## config.mk

```make
export PLATFORM = sky130hd
export DESIGN_NAME = surf_dout_framer
export DESIGN_NICKNAME = d
export VERILOG_FILES = /design/src/rtl/surf_dout_framer.sv
export SDC_FILE = /design/constraint.sdc
export NUM_CORES = 1
export LEC_CHECK = 0
export ABC_AREA = 1
export CORE_ASPECT_RATIO = 0.75
export CORE_MARGIN = 2
export CORE_UTILIZATION = 50
export DETAILED_ROUTE_END_ITERATION = 6
export PLACE_DENSITY = 0.85
export SKIP_CTS_REPAIR_TIMING = 1
export SLEW_MARGIN = 20
export SYNTH_ARGS = -nofsm -noshare
export SYNTH_HDL_FRONTEND = slang
export SYNTH_SLANG_ARGS = --single-unit
```

## constraint.sdc

```tcl
create_clock -name sysclk_i -period 1.8 [get_ports sysclk_i]
set_clock_uncertainty 0.2 [all_clocks]
set_input_delay 0.18 -clock sysclk_i [delete_from_list [all_inputs] [get_ports sysclk_i]]
set_output_delay 0.18 -clock sysclk_i [all_outputs]
set_load 0.02 [all_outputs]
```

## src/rtl/surf_dout_framer.sv

```systemverilog
// SURF-side DOUT link framer.
// Produces one byte per sysclk for the OSERDES wrapper. Each byte is either
// idle (8'h00), the 32-bit training word (MSB byte first), or part of a
// fixed-length event frame: SOF, frame count, FRAME_BYTES payload bytes and
// an XOR checksum. dout_o is registered, so the byte chosen while in a
// state appears one cycle later.
module surf_dout_framer #(
    parameter logic [31:0] TRAIN_SEQUENCE = 32'hA55A6996,
    parameter int unsigned FRAME_BYTES    = 64,
    parameter logic [7:0]  SOF_BYTE       = 8'h01
) (
    input  logic       sysclk_i,
    input  logic       rst_i,
    input  logic       train_i,
    input  logic       sync_i,
    input  logic [7:0] s_dout_tdata,
    input  logic       s_dout_tvalid,
    output logic       s_dout_tready,
    input  logic       s_dout_tlast,
    input  logic       err_clear_i,
    output logic [7:0] dout_o,
    output logic       busy_o,
    output logic       underflow_o,
    output logic       tlast_err_o,
    output logic [7:0] frame_count_o
);

    typedef enum logic [2:0] {
        ST_IDLE    = 3'd0,
        ST_TRAIN   = 3'd1,
        ST_SOF     = 3'd2,
        ST_CNT     = 3'd3,
        ST_PAYLOAD = 3'd4,
        ST_CKSUM   = 3'd5
    } state_t;

    // Payload counter value of the final payload byte.
    localparam logic [15:0] LAST_IDX = 16'(FRAME_BYTES - 1);

    // Selects one byte of the training word; idx 0 is the MSB byte.
    function automatic logic [7:0] f_train_byte(input logic [1:0] idx);
        logic [7:0] b;
        case (idx)
            2'd0:    b = TRAIN_SEQUENCE[31:24];
            2'd1:    b = TRAIN_SEQUENCE[23:16];
            2'd2:    b = TRAIN_SEQUENCE[15:8];
            2'd3:    b = TRAIN_SEQUENCE[7:0];
            default: b = 8'h00;
        endcase
        return b;
    endfunction

    // Running XOR checksum update.
    function automatic logic [7:0] f_cksum(input logic [7:0] acc, input logic [7:0] b);
        return acc ^ b;
    endfunction

    state_t      r_state;
    state_t      w_next_state;
    logic [1:0]  r_idx;
    logic [15:0] r_pcnt;
    logic [15:0] w_pcnt_next;
    logic [7:0]  r_cksum;
    logic [7:0]  w_cksum_next;
    logic [7:0]  r_fcnt;
    logic [7:0]  w_fcnt_next;
    logic [7:0]  r_dout;
    logic [7:0]  w_byte;
    logic        r_drop;
    logic        w_drop_next;
    logic        r_underflow;
    logic        r_tlast_err;
    logic        w_uf_set;
    logic        w_tl_set;
    logic        w_tready;
    logic        w_accept;
    logic        w_last_beat;

    // After an early tlast the rest of the frame is padded, so tready is
    // withheld until the next frame starts.
    assign w_tready    = (r_state == ST_PAYLOAD) && !r_drop;
    assign w_accept    = w_tready && s_dout_tvalid;
    assign w_last_beat = (r_pcnt == LAST_IDX);

    assign s_dout_tready = w_tready;
    assign busy_o        = (r_state != ST_IDLE);
    assign dout_o        = r_dout;
    assign underflow_o   = r_underflow;
    assign tlast_err_o   = r_tlast_err;
    assign frame_count_o = r_fcnt;

    // Next-state, byte selection and datapath updates.
    always_comb begin
        w_next_state = r_state;
        w_byte       = 8'h00;
        w_pcnt_next  = r_pcnt;
        w_cksum_next = r_cksum;
        w_fcnt_next  = r_fcnt;
        w_drop_next  = r_drop;
        w_uf_set     = 1'b0;
        w_tl_set     = 1'b0;
        case (r_state)
            ST_IDLE: begin
                w_byte = 8'h00;
                if (train_i && (r_idx == 2'd0)) begin
                    w_next_state = ST_TRAIN;
                end else if (!train_i && s_dout_tvalid) begin
                    w_next_state = ST_SOF;
                end else begin
                    w_next_state = ST_IDLE;
                end
            end
            ST_TRAIN: begin
                w_byte = f_train_byte(r_idx);
                // Leave only after byte 3 so the word is never truncated.
                if (!train_i && (r_idx == 2'd3)) begin
                    w_next_state = ST_IDLE;
                end else begin
                    w_next_state = ST_TRAIN;
                end
            end
            ST_SOF: begin
                w_byte       = SOF_BYTE;
                w_pcnt_next  = 16'd0;
                w_drop_next  = 1'b0;
                w_next_state = ST_CNT;
            end
            ST_CNT: begin
                w_byte       = r_fcnt;
                w_cksum_next = r_fcnt;
                w_next_state = ST_PAYLOAD;
            end
            ST_PAYLOAD: begin
                if (w_accept) begin
                    w_byte = s_dout_tdata;
                end else begin
                    w_byte = 8'h00;
                end
                w_cksum_next = f_cksum(r_cksum, w_byte);
                // Starvation: the frame length is kept, a zero is sent.
                w_uf_set = w_tready && !s_dout_tvalid;
                if (w_accept && s_dout_tlast && !w_last_beat) begin
                    w_tl_set    = 1'b1;
                    w_drop_next = 1'b1;
                end else if (w_accept && !s_dout_tlast && w_last_beat) begin
                    w_tl_set = 1'b1;
                end else begin
                    w_tl_set = 1'b0;
                end
                if (w_last_beat) begin
                    w_next_state = ST_CKSUM;
                end else begin
                    w_pcnt_next  = r_pcnt + 16'd1;
                    w_next_state = ST_PAYLOAD;
                end
            end
            ST_CKSUM: begin
                w_byte       = r_cksum;
                w_fcnt_next  = r_fcnt + 8'd1;
                w_next_state = ST_IDLE;
            end
            default: begin
                w_byte       = 8'h00;
                w_next_state = ST_IDLE;
            end
        endcase
    end

    // State, datapath and output registers; sticky flags favour set over clear.
    always_ff @(posedge sysclk_i) begin
        if (rst_i) begin
            r_state     <= ST_IDLE;
            r_idx       <= 2'd0;
            r_pcnt      <= 16'd0;
            r_cksum     <= 8'h00;
            r_fcnt      <= 8'h00;
            r_dout      <= 8'h00;
            r_drop      <= 1'b0;
            r_underflow <= 1'b0;
            r_tlast_err <= 1'b0;
        end else begin
            r_state     <= w_next_state;
            r_idx       <= sync_i ? 2'd0 : (r_idx + 2'd1);
            r_pcnt      <= w_pcnt_next;
            r_cksum     <= w_cksum_next;
            r_fcnt      <= w_fcnt_next;
            r_dout      <= w_byte;
            r_drop      <= w_drop_next;
            r_underflow <= w_uf_set | (r_underflow & ~err_clear_i);
            r_tlast_err <= w_tl_set | (r_tlast_err & ~err_clear_i);
        end
    end

endmodule

```

Word level (Yosys, flattened, before mapping)

Index checks and enable logic that the tools add are counted.

Multipliers: 0
Eq/ne operators: 11
Add/sub/neg operators: 3
Shift operators: 0
Divide/modulo/power cells: 0
Multiplexer cells: 18
Bitwise logic cells: 6
Reduce and logical (&&, ||, !) cells: 23
$lt $le $gt $ge: 0

Operators by type and width:

| kind                                           | count |
|---|---|
| case mux 8 bit (5 select lines)                | 1 |
| case mux 16 bit (2 select lines)               | 1 |
| case mux 8 bit (4 select lines)                | 1 |
| adder 16 x 1 -> 16 bit, second input constant  | 1 |
| == test 16 x 6 -> 1 bit, second input constant | 1 |
| 2-to-1 mux 16 bit                              | 1 |
| 2-to-1 mux 8 bit                               | 2 |
| case mux 8 bit (2 select lines)                | 1 |
| case mux 3 bit (5 select lines)                | 1 |
| logical AND 1 bit                              | 10 |
| adder 8 x 1 -> 8 bit, second input constant    | 1 |
| bitwise XOR 8 bit                              | 1 |
| 2-to-1 mux 1 bit                               | 7 |
| == test 3 x 2 -> 1 bit, second input constant  | 2 |
| == test 3 bit, second input constant           | 2 |
| zero test 1 bit                                | 5 |
| == test 2 bit, second input constant           | 2 |
| 2-to-1 mux 2 bit                               | 2 |
| AND reduction 2 bit                            | 2 |
| nonzero test 2 bit                             | 2 |
| == test 3 x 1 -> 1 bit, second input constant  | 1 |
| zero test 3 bit                                | 1 |
| nonzero test 3 bit                             | 1 |
| adder 2 x 1 -> 2 bit, second input constant    | 1 |
| 9 further kinds                                | 11 |

Flip-flop bits (word level): 48
Memories kept: 0
Word-level logic and storage cells: 70
Output and inout bits: 20
Memory bits (writable): 0
Bits in read-only memories: 0
Bits in latches: 0

Logic depth before layout (Yosys ltp)

Depth in word-level cells: 9
Mapped depth: 10

Worst setup path after synthesis

OpenSTA, ideal clock, no wires.

Path kind: flip-flop to flip-flop
Start point: register r_pcnt[0]
End point: register r_pcnt[15]
Required time: 1,533 ps
Slack: 192 ps
Period minus slack after synthesis: 1,608 ps
Cell stages (with the launch flop): 9
Library setup time: 67 ps
Arrival: 1,340 ps
Path through: dfxtp_1 > ha_1 > nand3_1 > nor2_2 > nand2_2 > nand2_4 > buf_6 > nand3_2 > a21oi_2

Word-level cells in the longest chain between the ends: 3
Elaborated cells between the ends (all ways): 6
Classes of those cells: add/sub (1); eq/ne (2); mux (2); reduce/logical (1)

Ends and longest elaborated chain:

| item                                                                           | line    | source |
|---|---|---|
| from (decl)                                                                    | 61      | `logic [15:0] r_pcnt;` |
| from (signal assigned)                                                         | 184     | `r_pcnt <= w_pcnt_next;` |
| adder 16 x 1 -> 16 bit / == test 16 x 6 -> 1 bit (equally long branches)       | 153, 83 |  |
| 2-to-1 mux 16 bit / inequality test 2 bit (equally long branches)              | n/a     |  |
| case mux 16 bit (2 select lines) / AND reduction 2 bit (equally long branches) | n/a     |  |

Parallel ways exist; a longest one is shown, timed or not. The select of a mux whose other input is x is not followed.
A chain may end at the register's enable or synchronous reset.

Worst setup path in the final report

Start point: register r_fcnt[7] (netlist: frame_count_o[7])
End point: output port frame_count_o[7]

RTL lines:

| item                   | line | source |
|---|---|---|
| from (decl)            | 65   | `logic [7:0] r_fcnt;` |
| from (signal assigned) | 186  | `r_fcnt <= w_fcnt_next;` |
| to (decl)              | 25   | `output logic [7:0] frame_count_o` |

No word-level cell between the ends.

==> flow_summary.toml <==
[hold_path]
whs_path_depth = 2
hold_path_class = "in -> reg"
hold_end = "r_idx[0]"
min-delay-start = "sync_i"

[setup_path]
rrSetupSlack_ps = 120
slowest_delay_ps = 640
timing.rr.start = "r_pcnt[5]"
worst-setup-path-type = "reg -> out"
path_max_fanout = 5
r2r-end = "r_pcnt[1]"
critPathSlowestCell = "clkdlybuf4s50_1"
crit_family = "buffers and inverters"
crit_buf_inv = 1
critPathCaptureType = "output port"
critPathArrivalTime_ps = 1360
r2r_cells = 10
cp.required_ps = 1420
start_kind = "flip-flop"
cp_cell_sequence = "clkdlybuf4s50_1"

[synth]
ys_warn_count = 0
yosys-top-cells-area = "dfxtp_1 36%, nand2_1 14%, nand3_1 9.4%"
syn_area_um2 = 2668
synth.largest_area_cell = "dfxtp_1"
synth_nets = 424
synth.avg_cell_area_um2 = 6.619
synthDistinctLibCells = 31
synth_top_area_share_pct = 36.02
synth_cells = 403
synth-seq-area-share_pct = 36.02
yosys_register_bits = 48

[floorplan]
die_x_um = 88.34
dieArea_um2 = 5941
rows = 22
die_h_um = 67.26
initial_core_util_pct = 53.25
core_um2 = 5010
ioPinCount = 35

[cells_and_area]
fin_cells = 528
diodes = 0
regArea_um2 = 964.7
drive_gt1_share_pct = 11.62
multi_input_area_um2 = 1441
fin_nets = 476
syn_to_final_growth_pct = 25.28
final_area_um2 = 3342
num-fill-cells = 429

[placed_design]
placed_area_um2 = 3149
place_congestion = 0.9199
place_ws_ps = 43.42
io_buffers = 34
dp_hpwl_um = 5017
placed_cells = 515

[detailed_routing]
drt_iter0_markers = 350
vias = 2830
wl_um = 6892
final_antenna_net_count = 0
post_drt_wl_per_cell_um = 13.05
vias_per_cell = 5.360
drt_pass1_iterations = 5
post-route-drc-count = 0

[power_and_ir_drop]
p_leak_uw = 0.001395
ir_drop_mv = 0.3452
p_per_area_nw_per_um2 = 650.0

[status]
outcome = "finished, final reports clean"

[timing]
fmax_ghz = 0.5735
finalSetupTns_ps = 0
maxSlewViolCount = 0
hold_slack_ps = 255.8
slew_headroom_pct = 72.06
finalCritPeriodShare_pct = 96.87
setup_viol = 0
layout_setup_ws_ps = 56.42
finalHoldViolCount = 0
final.min_clock_period_ps = 1744
worstMarginPinSlew_ps = 418.6

[cts]
cts_tree = "yes"
root_buffer = "clkbuf_8"
cts_buffer_depth = 2
clk_pin_slew_worst_paths_ps = 90
insertion_delay_ps = 310
clkSinkCount = 48
cts_inserted_buffers = 5
htree_levels = 2

[grt]
grt_usage_pct = 24.37
grt_overflow_total = 0
grt_max_degree = 29
antenna_found_initial = 0
grt_pass1_wl_um = 11150
grt_pass1_vias = 2508

[run]
maxCapViolCount = 0
metal layers:
| metal | track usage (%) | wire length, um | share of wire (%) |
|---|---|---|---|
| met2 | 37.78 | 3016 | 44 |
| met5 | 0 | 0 | 0 |
| met3 | 4.401 | 633 | 9.2 |
| met4 | 8.712 | 114 | 1.7 |
| met1 | 34.16 | 3127 | 45 |
cell families (layout without fill, tap and decap cells):
family | after synthesis | after routing | share of synthesized area [%]
DFF | 48 | 48 | 36.02
xor gates and xnor gates | 2 | 2 | 0.6568
adders and majority gates | 6 | 6 | 2.814
and+or+nand+nor | 231 | 231 | 38.37
buffers and inverters | 61 | 114 | 10.51
AOI/OAI and AO/OA | 55 | 55 | 11.63
final cells by class:
cell class                 instances  share of cell area, %
clock buffer                       5                  2.059
sequential                        48                  28.87
multi-input combinational        294                  43.13
inverter                          49                  5.504
clock inverter                     3                  1.273
tap                               72                  2.696
timing repair buffer              57                  16.47
through the flow:
| stage | total power [uW] | utilization, % |
|---|---|---|
| 2_1_floorplan | 1280 | - |
| 3_5_place_dp | 1389 | 62.86 |
| 5_1_grt | 2249 | 66.71 |
| 6_report | 2172 | 66.71 |
| 3_3_place_gp | 1379 | 62.86 |
| 4_1_cts | 2170 | 65.08 |
state kept, by name, indices dropped and copies added (netlist names):
| name | count |
|---|---|
| r_drop | 1 |
| frame_count_o | 8 |
| tlast_err_o | 1 |
| dout_o | 8 |
| r_state | 3 |
| underflow_o | 1 |
| r_idx | 2 |
| r_cksum | 8 |
| r_pcnt | 16 |
worst max path at each step:
stage,endpoint,slack [ps],start,cells past startpoint
CTS,busy_o,-310,r_state[1],5
global route,r_pcnt[11],-0.7,r_pcnt[0],8
finish,frame_count_o[7],60,frame_count_o[7],1
global placement,busy_o,100,r_state[0],5
detailed placement,busy_o,40,r_state[1],5
floorplan,r_pcnt[15],190,r_pcnt[0],8
synthesized netlist by cell type:
master	instances
dfxtp_1	48
o21bai_1	7
a21oi_2	1
xor2_1	2
and3_1	1
nand2_1	99
nand3_2	3
o211ai_1	2
nor2_2	1
nor2_1	56
nor3_1	6
o21ai_0	10
inv_1	46
ha_1	6
a31oi_1	3
nand2_4	1
o21a_1	2
buf_4	1
nand4_1	5
buf_6	2
nand3_1	50
clkbuf_1	4
inv_2	3
nand3b_1	4
nand2_2	2
nor3_4	1
clkbuf_8	3
nor2_4	1
a21oi_1	30
buf_2	2
or2_2	1
cells in the final DEF, fill, tap and decap left out, drive strengths merged:
cell,instances
nor2,58
ha,6
nor3,7
o21a,2
buf,23
nand4,5
nand3,53
inv,49
clkbuf,5
a21oi,31
clkinvlp,1
o211ai,2
xor2,2
and3,1
dlymetal6s2s,5
clkinv,1
clkdlybuf4s50,29
o21ai,10
o21bai,7
nand3b,4
or2,1
nand2,102
a31oi,3
dfxtp,48
bufinv,1
report_power, final:
part           internal, uW  total [uW]  leakage, uW  switching (uW)
Combinational           118         277     0.000952             160
Clock                   412         794    0.0000541             383
Sequential             1090        1100     0.000389            15.3
Total                  1610        2170      0.00140             558
(Power assumes the default switching activity.)
